`config.mk`:
```
export PLATFORM = sky130hd
export DESIGN_NAME = led_pulse_stretcher
export DESIGN_NICKNAME = d
export VERILOG_FILES = /design/src/rtl/led_ind_pkg.sv /design/src/rtl/led_pulse_stretcher_cycle_timer.sv /design/src/rtl/led_pulse_stretcher.sv
export SDC_FILE = /design/constraint.sdc
export NUM_CORES = 1
export LEC_CHECK = 0
export CAP_MARGIN = 15
export CORE_MARGIN = 10
export CORE_UTILIZATION = 35
export DETAILED_ROUTE_END_ITERATION = 8
export REMOVE_ABC_BUFFERS = 1
export SLEW_MARGIN = 20
export SYNTH_ARGS = -nofsm -noshare
export SYNTH_HDL_FRONTEND = slang
export SYNTH_HIERARCHICAL = 1
export SYNTH_SLANG_ARGS = --single-unit
```
`constraint.sdc`:
```
create_clock -name clk -period 4.67 [get_ports clk]
set_clock_uncertainty 0.1 [all_clocks]
set_input_delay 0.934 -clock clk [delete_from_list [all_inputs] [get_ports clk]]
set_output_delay 0.934 -clock clk [all_outputs]
set_load 0.02 [all_outputs]
```
`src/rtl/led_ind_pkg.sv`:
```
// Shared types and width helpers for the LED pulse stretcher.
package led_ind_pkg;

  typedef enum logic [1:0] {IDLE, ON, OFF} blink_state_t;

  function automatic int unsigned max_u(input int unsigned a, input int unsigned b);
    return (a > b) ? a : b;
  endfunction

  // A one-cycle phase still needs a 1-bit timer register.
  function automatic int unsigned timer_width(input int unsigned on_c,
                                              input int unsigned off_c);
    int unsigned m;
    m = max_u(on_c, off_c);
    return (m > 1) ? $clog2(m) : 1;
  endfunction

endpackage

```
`src/rtl/led_pulse_stretcher_cycle_timer.sv`:
```
// Loadable down-counter that stops at zero; done flags the terminal count.
module cycle_timer #(
  parameter int unsigned WIDTH = 8
) (
  input  logic             clk,
  input  logic             rst,
  input  logic             load,
  input  logic [WIDTH-1:0] load_val,
  input  logic             en,
  output logic             done
);

  logic [WIDTH-1:0] count;

  always_ff @(posedge clk) begin
    if (rst)
      count <= '0;
    else if (load)
      count <= load_val;
    else if (en && (count != '0))
      count <= count - WIDTH'(1);
  end

  assign done = (count == '0);

endmodule

```
`src/rtl/led_pulse_stretcher.sv`:
```
// Stretches single-cycle event strobes into fixed on/off LED blinks.
// Event queueing is built only when LED_PULSE_STRETCHER_QUEUE_EN is defined.
//
// state | meaning
// IDLE  | LED off, waiting for an event
// ON    | LED lit for ON_CYCLES
// OFF   | forced dark gap of OFF_CYCLES before the next blink
module led_pulse_stretcher
  import led_ind_pkg::*;
#(
  parameter int unsigned ON_CYCLES  = 5_000_000,
  parameter int unsigned OFF_CYCLES = 5_000_000,
  parameter int unsigned QUEUE_MAX  = 7
) (
  input  logic                           clk,
  input  logic                           rst,
  input  logic                           pulse,
  output logic                           led,
  output logic                           busy,
  output logic [$clog2(QUEUE_MAX+1)-1:0] pending,
  output logic                           dropped
);

  localparam int unsigned TW = timer_width(ON_CYCLES, OFF_CYCLES);
  localparam int unsigned PW = $clog2(QUEUE_MAX + 1);
  localparam logic [TW-1:0] ON_LOAD  = TW'(ON_CYCLES - 1);
  localparam logic [TW-1:0] OFF_LOAD = TW'(OFF_CYCLES - 1);

  blink_state_t    state, state_nx;
  logic            tmr_load, tmr_en, tmr_done;
  logic [TW-1:0]   tmr_val;
  logic            consume, queue_req, drop_nx;
  logic [PW-1:0]   pend_q;

  cycle_timer #(.WIDTH(TW)) u_timer (
    .clk      (clk),
    .rst      (rst),
    .load     (tmr_load),
    .load_val (tmr_val),
    .en       (tmr_en),
    .done     (tmr_done)
  );

  assign tmr_en = (state != IDLE);

  always_comb begin
    state_nx  = state;
    tmr_load  = 1'b0;
    tmr_val   = ON_LOAD;
    consume   = 1'b0;
    queue_req = 1'b0;
    case (state)
      IDLE: begin
        if (pulse) begin
          state_nx = ON;
          tmr_load = 1'b1;
        end
      end
      ON: begin
        queue_req = pulse;
        if (tmr_done) begin
          state_nx = OFF;
          tmr_load = 1'b1;
          tmr_val  = OFF_LOAD;
        end
      end
      OFF: begin
        queue_req = pulse;
        if (tmr_done) begin
          if ((pend_q != '0) || pulse) begin
            state_nx = ON;
            tmr_load = 1'b1;
            consume  = 1'b1;
          end else begin
            state_nx = IDLE;
          end
        end
      end
      default: state_nx = IDLE;
    endcase
  end

`ifdef LED_PULSE_STRETCHER_QUEUE_EN
  logic [PW-1:0] pend_nx;

  // A pulse landing on the consuming cycle takes the slot just freed.
  always_comb begin
    pend_nx = pend_q;
    drop_nx = 1'b0;
    if (consume) begin
      if ((pend_q != '0) && !pulse)
        pend_nx = pend_q - PW'(1);
    end else if (queue_req) begin
      if (pend_q < PW'(QUEUE_MAX))
        pend_nx = pend_q + PW'(1);
      else
        drop_nx = 1'b1;
    end
  end

  always_ff @(posedge clk) begin
    if (rst)
      pend_q <= '0;
    else
      pend_q <= pend_nx;
  end
`else
  assign pend_q  = '0;
  assign drop_nx = queue_req && !consume;
`endif

  always_ff @(posedge clk) begin
    if (rst) begin
      state   <= IDLE;
      led     <= 1'b0;
      busy    <= 1'b0;
      dropped <= 1'b0;
    end else begin
      state   <= state_nx;
      led     <= (state_nx == ON);
      busy    <= (state_nx != IDLE);
      dropped <= drop_nx;
    end
  end

  assign pending = pend_q;

endmodule

```
==> results.md <==
| Metric | Value |
|---|---|
| Run status | finished, final reports clean |
| Maximum fanout along the worst path | 41 |
| Number of routed nets with antenna violations | 0 |
| Die Height | 90.4 µm |
| Maximum number of pins on one net before global-route repair | 42 |
| Total negative slack | 0 ns |
| Total power divided by cell area | 315 mW/mm² |
| Switching power share of the total | 33.6% |
| Post-route met1 wirelength | 1820 µm |
| Hold crit path type | reg -> reg |
| Headroom to the max-slew limit | 55.5% |
| Sequential element share of the synthesized area | 32.3% |
| Maximum frequency from static timing analysis | 304 MHz |
| Commonest cells after routing, fill and taps aside | 28 x dfxtp_1, 26 x conb_1, 25 x nor2_1, 11 x a211oi_1, 10 x nand2_1 |
| Count of flip-flops with a built-in enable after synthesis | 0 |
| Latest clock arrival within the worst-skew pair | 0.28 ns |
| Maximum root-to-sink buffer count | 2 |
| Logic depth of the worst register-to-register path | 9 |
| Power Total | 0.000609 W |
| Asr flop ratio synth | 0% |
| Horizontal die dimension | 90.4 µm |
| Cells after Synth | 200 |
| Share of total power in the clock network | 25.1% |
| Global placer's final weighted congestion | 0.792 |
| Number of buffers added for setup after CTS | 0 |
| Post-synthesis instance area | 0.00173 mm² |
| Total global-route track usage | 8.66% |
| Global-route wire length before repair | 6130 µm |
| DRC violation total after the first TritonRoute iteration | 54 |
| Hold WS | 0.419 ns |
| # fillers | 505 |
| Proportion of power drawn by flip-flops and latches | 48.3% |
| Number of antenna violations at the first check in global routing | 0 |
| H-tree levels | 1 |
| Floorplan Core Area | 0.00475 mm² |
| Share of the clock period used by the worst path | 70.5% |
| Standard-cell row count | 25 |
| Most frequent cell on the critical path | a21oi_1 |
| Post-layout instance count excluding filler cells | 287 |
| Half-perimeter wire length after detailed placement | 2460 µm |
| Reg-to-Reg Start | u_timer/count[19]$_SDFFE_PP0P_ |
| Delay of the slowest cell on the worst path | 0.46 ns |
| Via count | 1,391 |
| Netlist cell types | 51 |
| Clock root buffer | clkbuf_8 |
| Full die area | 0.00817 mm² |
| Final Hold Viols | 0 |
| Internal Pwr Total | 0.000404 W |
| Number of primary I/O pins | 9 |
| List of cells traversed by the critical path | nor4_1 > nand3_1 > nor2_1 > and2_4 > o21ai_0 > a21oi_1 > inv_2 > o311ai_0 > a21oi_1 |
| Remaining DRCs | 0 |
| Number of buffers created by CTS | 3 |
| Synth-to-layout area growth | 11.5% |
| Startpoint-to-endpoint class of the critical path | reg -> reg |
| Endpoints failing setup | 0 |
| Worst-case setup margin in the final layout | 1.38 ns |
| Post-layout nets | 229 |
| Maximum capacitance violations | 0 |
| Initial Utilization | 36.5% |
| Comb power frac | 26.6% |
| Kind of end point of the critical path | flop |
| Number of input and output port buffers inserted | 5 |
| Critical path data required time | 4.72 ns |
| Slack of the worst reg-to-reg path | 1.38 ns |
| Net switching power figure | 0.000205 W |
| Top routing layer in use | met4 |
| Antenna Diode Count | 0 |
| IR drop worst, VDD | 163 µV |
| Unrepaired setup endpoints after global routing | no |
| YS warnings | 6 |
| Multi-input combinational cell area | 0.00115 mm² |
| Mean Syn Cell Area | 8.67 µm² |
| Ratio of cells with drive above 1 in the final layout | 10.5% |
| Worst slack at placement | 1.08 ns |
| Sinks on Clock Net | 28 |
| Met2 routed wirelength | 1440 µm |
| Min cycle time layout | 3.29 ns |
| Pins over their slew limit | 0 |
| First drt pass iteration count | 4 |
| Wire length reported by the detailed router | 3470 µm |
| Arrival time of data at the critical path endpoint | 3.35 ns |
| Area taken by flip-flops and latches | 561 µm² |
| Register clock-pin slew on the reported worst setup and hold paths | 0.09 ns |
| Standard cell with the maximum stage delay on the critical path | nor4_1 |
| Number of gates resized after cts | 0 |
| Static leakage power | 0.675 nW |
| Post-cts hold buffer count | 0 |
| TritonCTS clock tree | yes |
| Ratio of routed vias to standard cells | 4.85 |
| Average wire length per cell after detail routing | 12.1 µm |
| Critical path startpoint | u_timer/count[19]$_SDFFE_PP0P_ |
| Congestion Overflow GR | 0 |
| Prevailing post-synth register cell | dfxtp_1 |
| Slew at the pin closest to its max-slew limit | 0.666 ns |
| Setup crit end | u_timer/count[22]$_SDFFE_PP0P_ |
| End of the worst register-to-register path | u_timer/count[22]$_SDFFE_PP0P_ |
| Post-synthesis sequential element count | 28 |
| Critical path launch point type | flop |
| WL met3 | 180 µm |
| Most common library cell in the layout ignoring fill and taps | dfxtp_1 |
| Post-placement cell count | 283 |
| Number of global-route vias before repair | 1,266 |
## cells by family (layout without fill, tap and decap cells)
logic type	Yosys count	in the layout	synth area share, %
flip-flops	28	28	32.3
adder cells (fa/ha/maj)	5	5	3.61
AND/OR/NAND/NOR	76	76	25.8
buffers and inverters	22	18	6.78
AO/OA/AOI/OAI	56	56	25.5
other	2	26	0.433
XOR/XNOR	11	11	5.56
## cells in the mapped netlist (3+ instances only)
cell type   n  area share [%]
or4_1       5             2.2
a311oi_1    6             3.0
o211ai_1    3             1.3
a21oi_1     8             2.3
nand4_1     3             1.1
a211oi_1   11             4.8
buf_4       3             1.3
xnor2_1     6             3.0
inv_1       8             1.7
nor4_1      3             1.1
o31ai_1     3             1.3
dfxtp_1    28              32
buf_6       3             1.9
o21ai_0     8             2.3
nand3_1     3            0.87
nor2_1     25             5.4
xor2_1      5             2.5
nand2_1    10             2.2
clkbuf_1    7             1.5
ha_1        5             3.6
nor3_1      4             1.2
or3_1       6             2.2
## layer usage
layer,vias to the layer above,track usage (%)
met5,-,0
met4,0,1.99
met3,2,2.83
met2,29,12.8
met1,606,11.8
li1,754,-
## worst min path at each step
stage,from,to,slack (ns),cells after the start
after floorplan,u_timer/count[22]$_SDFFE_PP0P_,u_timer/count[22]$_SDFFE_PP0P_,0.36,2
after global placement,u_timer/count[22]$_SDFFE_PP0P_,u_timer/count[22]$_SDFFE_PP0P_,0.38,2
after detailed placement,u_timer/count[22]$_SDFFE_PP0P_,u_timer/count[22]$_SDFFE_PP0P_,0.40,2
after CTS,u_timer/count[22]$_SDFFE_PP0P_,u_timer/count[22]$_SDFFE_PP0P_,0.42,2
after global routing,u_timer/count[3]$_SDFFE_PP0P_,u_timer/count[3]$_SDFFE_PP0P_,0.47,2
final,u_timer/count[22]$_SDFFE_PP0P_,u_timer/count[22]$_SDFFE_PP0P_,0.42,2
## registers in the layout (all words and copies together), names as in the netlist
signal and cells:
busy 1, u_timer/count 23, state 2, dropped 1
led 1
## worst max-delay path: cells and delay by family (launching register included)
family / cells / cell delay [ns]
buffers and inverters: 1 / 0.42
DFF: 1 / 0.36
AOI/OAI and AO/OA: 4 / 0.85
and+or+nand+nor: 4 / 1.44
## through the flow
stage / util [%] / area, µm²
2_1_floorplan: - / 1740
3_3_place_gp: 39.5 / 1880
3_5_place_dp: 39.5 / 1880
4_1_cts: 40.7 / 1930
5_1_grt: 40.7 / 1930
6_report: 40.7 / 1930
## power groups by stage
| stage | Sequential [W] | Combinational, W | Clock (W) |
|---|---|---|---|
| floorplan | 0.000296 | 0.000124 | 0 |
| global placement | 0.000300 | 0.000162 | 0 |
| detailed placement | 0.000299 | 0.000162 | 0 |
| CTS | 0.000294 | 0.000163 | 0.000162 |
| global route | 0.000299 | 0.000183 | 0.000169 |
| finish | 0.000294 | 0.000162 | 0.000153 |
## layout make-up
type | count | area share [%]
flip-flops and latches | 28 | 29.0
inverters | 8 | 1.55
well taps | 67 | 4.34
repair buffers | 6 | 2.98
clock buffers | 4 | 2.85
multi-input cells | 174 | 59.3
No activity file was read; power rests on OpenSTA's default activity.
